**src/rtl/fetch_defs.sv**
```systemverilog
// rtl/fetch_defs.sv - shared state encodings and default widths for the fetch queue
package fetch_defs;

    typedef enum logic {
        IDLE = 1'b0,
        RUN  = 1'b1
    } fetch_state_t;

    localparam int DEF_PC_W    = 16;
    localparam int DEF_INSTR_W = 9;

endpackage

```
**src/rtl/fetch_fifo.sv**
```systemverilog
// rtl/fetch_fifo.sv - power-of-two circular buffer with synchronous flush and count
module fetch_fifo #(
    parameter int WIDTH = 25,
    parameter int DEPTH = 4,
    localparam int AW   = (DEPTH > 1) ? $clog2(DEPTH) : 1,
    localparam int CW   = $clog2(DEPTH + 1)
) (
    input  logic             clk,
    input  logic             reset,
    input  logic             flush,
    input  logic             push,
    input  logic [WIDTH-1:0] push_data,
    input  logic             pop,
    output logic [WIDTH-1:0] head_data,
    output logic [CW-1:0]    count
);

    localparam logic [AW-1:0] PTR_MASK = AW'(DEPTH - 1);

    logic [WIDTH-1:0] mem [DEPTH];
    logic [AW-1:0]    rd_ptr;
    logic [AW-1:0]    wr_ptr;
    logic             empty;
    logic             full;
    logic             do_push;
    logic             do_pop;

    assign empty     = (count == '0);
    assign full      = (count == CW'(DEPTH));
    assign do_pop    = pop & !empty;
    // A push into a full queue is only taken when the head leaves in the same cycle.
    assign do_push   = push & (!full | do_pop);
    assign head_data = mem[rd_ptr];

    // Storage write; contents need no reset because count gates visibility.
    always_ff @(posedge clk) begin
        if (do_push) begin
            mem[wr_ptr] <= push_data;
        end
    end

    // Pointer and count update; flush empties the queue in one cycle.
    always_ff @(posedge clk) begin
        if (reset || flush) begin
            rd_ptr <= '0;
            wr_ptr <= '0;
            count  <= '0;
        end else begin
            if (do_push) begin
                wr_ptr <= (wr_ptr + 1'b1) & PTR_MASK;
            end
            if (do_pop) begin
                rd_ptr <= (rd_ptr + 1'b1) & PTR_MASK;
            end
            count <= count + CW'(do_push) - CW'(do_pop);
        end
    end

    // The credit logic upstream must never deliver data into a full queue.
    always_ff @(posedge clk) begin
        if (!reset && !flush) begin
            assert (!(push && full))
                else $error("fetch_fifo: push while full");
        end
    end

endmodule

```
**src/rtl/fetch_queue.sv**
```systemverilog
// rtl/fetch_queue.sv - prefetching fetch unit with credit-limited queue toward decode
module fetch_queue
    import fetch_defs::*;
#(
    parameter int              PC_W     = DEF_PC_W,
    parameter int              INSTR_W  = DEF_INSTR_W,
    parameter int              DEPTH    = 4,
    parameter logic [PC_W-1:0] RESET_PC = '0
) (
    input  logic                       clk,
    input  logic                       reset,
    input  logic                       start,
    input  logic [PC_W-1:0]            start_pc,
    input  logic                       redirect,
    input  logic [PC_W-1:0]            redirect_target,
    output logic                       imem_req,
    output logic [PC_W-1:0]            imem_addr,
    input  logic [INSTR_W-1:0]         imem_rdata,
    output logic                       out_valid,
    input  logic                       out_ready,
    output logic [PC_W-1:0]            out_pc,
    output logic [INSTR_W-1:0]         out_instr,
    output logic [$clog2(DEPTH+1)-1:0] occupancy
);

    localparam int OCC_W = $clog2(DEPTH + 1);
    localparam int ENT_W = PC_W + INSTR_W;

    fetch_state_t      state_q;
    fetch_state_t      state_d;
    logic [PC_W-1:0]   fetch_pc;
    logic [PC_W-1:0]   fetch_pc_d;
    logic              inflight_q;
    logic [PC_W-1:0]   inflight_pc_q;
    logic              flush;
    logic              pop;
    logic              push;
    logic [OCC_W:0]    pending;
    logic              credit_ok;
    logic [ENT_W-1:0]  head_data;

    assign pop       = out_valid & out_ready;
    // Entries the queue will hold after this edge, counting the response now arriving.
    assign pending   = {1'b0, occupancy} + (OCC_W + 1)'(inflight_q) - (OCC_W + 1)'(pop);
    assign credit_ok = pending < (OCC_W + 1)'(DEPTH);
    // A start or redirect in the response cycle kills that response.
    assign push      = inflight_q & !flush;

    assign imem_addr = fetch_pc;
    assign out_valid = (occupancy != '0);
    assign {out_pc, out_instr} = out_valid ? head_data : '0;

    // Next state, next fetch PC, request and flush decisions in priority order.
    always_comb begin
        state_d    = state_q;
        fetch_pc_d = fetch_pc;
        imem_req   = 1'b0;
        flush      = 1'b0;
        if (start) begin
            state_d    = RUN;
            fetch_pc_d = start_pc;
            flush      = 1'b1;
        end else if (state_q == RUN && redirect) begin
            fetch_pc_d = redirect_target;
            flush      = 1'b1;
        end else if (state_q == RUN && credit_ok) begin
            imem_req   = 1'b1;
            fetch_pc_d = fetch_pc + 1'b1;
        end
    end

    // State, fetch PC and in-flight tracking registers.
    always_ff @(posedge clk) begin
        if (reset) begin
            state_q       <= IDLE;
            fetch_pc      <= RESET_PC;
            inflight_q    <= 1'b0;
            inflight_pc_q <= '0;
        end else begin
            state_q    <= state_d;
            fetch_pc   <= fetch_pc_d;
            inflight_q <= imem_req;
            if (imem_req) begin
                inflight_pc_q <= fetch_pc;
            end
        end
    end

    fetch_fifo #(
        .WIDTH (ENT_W),
        .DEPTH (DEPTH)
    ) u_fifo (
        .clk       (clk),
        .reset     (reset),
        .flush     (flush),
        .push      (push),
        .push_data ({inflight_pc_q, imem_rdata}),
        .pop       (pop),
        .head_data (head_data),
        .count     (occupancy)
    );

endmodule

```
**config.mk**
```make
export PLATFORM = sky130hd
export DESIGN_NAME = fetch_queue
export DESIGN_NICKNAME = d
export VERILOG_FILES = /design/src/rtl/fetch_defs.sv /design/src/rtl/fetch_fifo.sv /design/src/rtl/fetch_queue.sv
export SDC_FILE = /design/constraint.sdc
export NUM_CORES = 1
export LEC_CHECK = 0
export BUFFER_PORTS_ARGS = -buffer_cell sky130_fd_sc_hd__buf_2
export CAP_MARGIN = 20
export CORE_ASPECT_RATIO = 2
export CORE_MARGIN = 1
export CORE_UTILIZATION = 60
export CTS_CLUSTER_SIZE = 10
export DETAILED_ROUTE_END_ITERATION = 8
export PLACE_DENSITY = 0.9
export SLEW_MARGIN = 20
export SYNTH_ARGS = -nofsm -noshare
export SYNTH_HDL_FRONTEND = slang
export SYNTH_SLANG_ARGS = --single-unit
```
**constraint.sdc**
```tcl
create_clock -name clk -period 9.38 [get_ports clk]
set_input_delay 2.345 -clock clk [delete_from_list [all_inputs] [get_ports clk]]
set_output_delay 2.345 -clock clk [all_outputs]
set_load 0.03 [all_outputs]
```
==> results by group <==
Timing
  – Worst-margin pin slew: 1.07 ns
  – Max-slew headroom: 0.287
  – RSZ-0062 raised after global routing: false
  – Clock skew: between 0.008 and 0.009 ns
  – Final Cycle Share: 0.769
  – Setup tns final: 0 ns
  – Max-slew violations: 0
  – Final setup viols: 0
  – Final Hold Fails: 0
  – Final Critical Period: ~7.2 ns
  – Fmax: ~0.14 GHz

Route
  – Via density: a little under 6
  – Via count: ~4000
  – Iteration-0 DRC Markers: roughly 370
  – Routed WL per cell: around 19 um
  – First-pass DRT Iterations: 4
  – Residual DRC count: 0
  – Routed Antenna Nets: 0
  – WL final: about 13000 um

Synthesis
  – #FFs+latches synth: approximately 140
  – Synth async-reset ratio: 0
  – Most numerous cell in the Yosys netlist: edfxtp_1
  – Commonest cells post-synth: edfxtp_1, dfxtp_1, nor2_1
  – Sequential area share after synthesis: 0.633
  – EDFF count, synth: 100
  – Ys Warns: 0
  – Largest cells by area after synthesis: edfxtp_1, dfxtp_1, mux4_2, and2_1, mux2i_1
  – Avg Inst Size Synth: 13.8 sq um
  – Synthesized net count: roughly 500
  – Post-Syn Area: just over 0.006 sq mm
  – Synth top area share: 0.492
  – Syn Inst Count: 443
  – Synth unique cells: 50
  – Top FF cell, synth: edfxtp_1
  – Cell taking the most area after synthesis: edfxtp_1

Global route
  – Routing usage on met2: 0.464
  – GRT Max-Usage Layer: met2
  – Met3 GRT Util: 0.0672
  – First-pass GRT wire length: roughly 21000 um
  – Vias in the first global route: approximately 4100
  – Tot GR Track Use: 0.270
  – Grt met1 use: 0.306
  – Initial antenna violation count: 0
  – Pin count of the biggest net entering global routing: 36
  – Gr ovfl total: 0

CTS
  – Post-CTS setup buffer count: 0
  – CTS root buf: clkbuf_16
  – CTS buffer count: 17
  – CTS tree: built
  – Post_cts resized: 0
  – Hold Buf Count CTS: 0
  – CTS clk-pin slew, worst paths: 0.06 ns
  – CTS sink cnt: 143
  – Clock Latency Late Sink: around 0.41 ns
  – Maximum clock insertion buffer count: 2
  – Htree depth: 4

Die
  – Initial core utilization: 0.621
  – DIE WIDTH: ~73 um
  – Row cnt: 51
  – Die Area: around 0.011 sq mm
  – Total I/O pin count: 92
  – Die Ht: between 100 and 150 um
  – Core outline area: just under 0.01 sq mm

Critical path
  – Worst EP arrival: between 4 and 5 ns
  – WP data required: ~7.0 ns
  – CP Launch Type: input pin
  – CP Max Fanout: 17
  – Setup crit end kind: primary output
  – Setup CP Type: in -> out

Placement
  – Buffers added on ports: slightly above 90
  – Post-Place Cell Area: ~0.0066 sq mm
  – Post-DP HPWL: between 8000 and 9000 um
  – GP Congestion: a little under 0.9

Power
  – Leak: roughly 2.8 nW
  – Power density over the cells: roughly 200 mW/mm^2
  – Maximum vdd drop: around 0.16 mV

Min path
  – Hold WC Path Type: reg -> reg

Run status
  – Status: complete, no violations

Job
  – Max Cap Viol: 0

Layout
  – Design area: 0.00727 sq mm
  – Antenna cells: 0
  – Fin nets: about 590
  – P&R area growth vs syn: 19.2%
  – Share of cells above drive strength 1: 0.298
-- cell families (layout without fill, tap and decap cells) --
kind of cell	count (synthesis)	count (layout)	share of synthesized area
xor+xnor	9	9	0.0129
buf+inv	40	141	0.0277
simple gates	129	129	0.112
fa+ha+maj	10	10	0.0217
mux	43	43	0.122
compound gates	69	69	0.0715
flops	143	143	0.633
-- final timing paths --
path / slack (ns) / to / cells past startpoint / startpoint
setup / recovery: 2.16 / imem_req / 10 / out_ready
hold / removal: 0.52 / u_fifo.mem[3][17] / 0 / inflight_pc_q[8]
setup reg to reg: 5.59 / inflight_pc_q[15] / 10 / u_fifo.count[2]
hold reg to reg: 0.52 / u_fifo.mem[3][17] / 0 / inflight_pc_q[8]
-- routing by layer --
| layer | vias up | share of wire |
|---|---|---|
| met5 | - | 0 |
| met4 | 0 | 0.035 |
| met3 | 37 | 0.057 |
| met2 | 202 | 0.54 |
| met1 | 1962 | 0.37 |
| li1 | 1833 | - |
-- report_power, final --
part           leakage [nW]  switching, mW  internal [mW]  total [mW]
clock                 0.302          0.243          0.468       0.712
combinational          1.26         0.0522         0.0307      0.0829
sequential             1.27         0.0145          0.682       0.696
-- per-stage QoR --
step	std cells	hold WS, ns	util	setup WS (ns)	total power, mW
after floorplan	443	0.460	-	2.92	0.760
after global placement	644	0.473	0.676	2.25	0.786
after detailed placement	644	0.492	0.676	2.21	0.790
after CTS	676	0.515	0.740	2.17	1.49
after global routing	676	0.526	0.740	2.02	1.53
final	676	0.516	0.740	2.16	1.49
-- cell type report --
type,instances,area [sq um]
tap,132,165
clock buffer,19,433
fill,647,2550
inverter,14,52.6
multi-input combinational,260,2080
clock inverter,13,196
timing repair buffer,95,485
sequential,143,3870
-- placed cells by master, fill, tap and decap left out, types with 3 or more instances in the layout --
master / n
buf_4: 4
or3_1: 6
buf_2: 91
nand2_1: 21
a21oi_1: 17
nand3_1: 5
inv_1: 14
bufinv_16: 5
dfxtp_1: 41
xnor2_1: 7
nor3_1: 6
o21ai_0: 26
and2_1: 31
nor2_1: 42
o211ai_1: 3
mux4_2: 25
and3_1: 4
clkbuf_16: 17
clkinv_2: 3
edfxtp_1: 100
ha_1: 9
mux2i_1: 18
a211oi_1: 7
-- critical path, stage by stage --
cell      delay [ns]
buf_2           0.10
and2_1          0.16
ha_1            0.18
inv_1           0.09
ha_1            0.23
and3b_1         0.20
o2111a_1        0.34
o21ai_2         0.85
inv_1           0.14
buf_2           0.23
-- state kept, by name, indices dropped and copies added (netlist names), named ones only --
name,flops
u_fifo.wr_ptr,2
inflight_q,1
inflight_pc_q,16
imem_addr,16
state_q,1
u_fifo.count,3
u_fifo.rd_ptr,2
u_fifo.mem,100
Note: power is estimated with default switching activity, not from simulation.
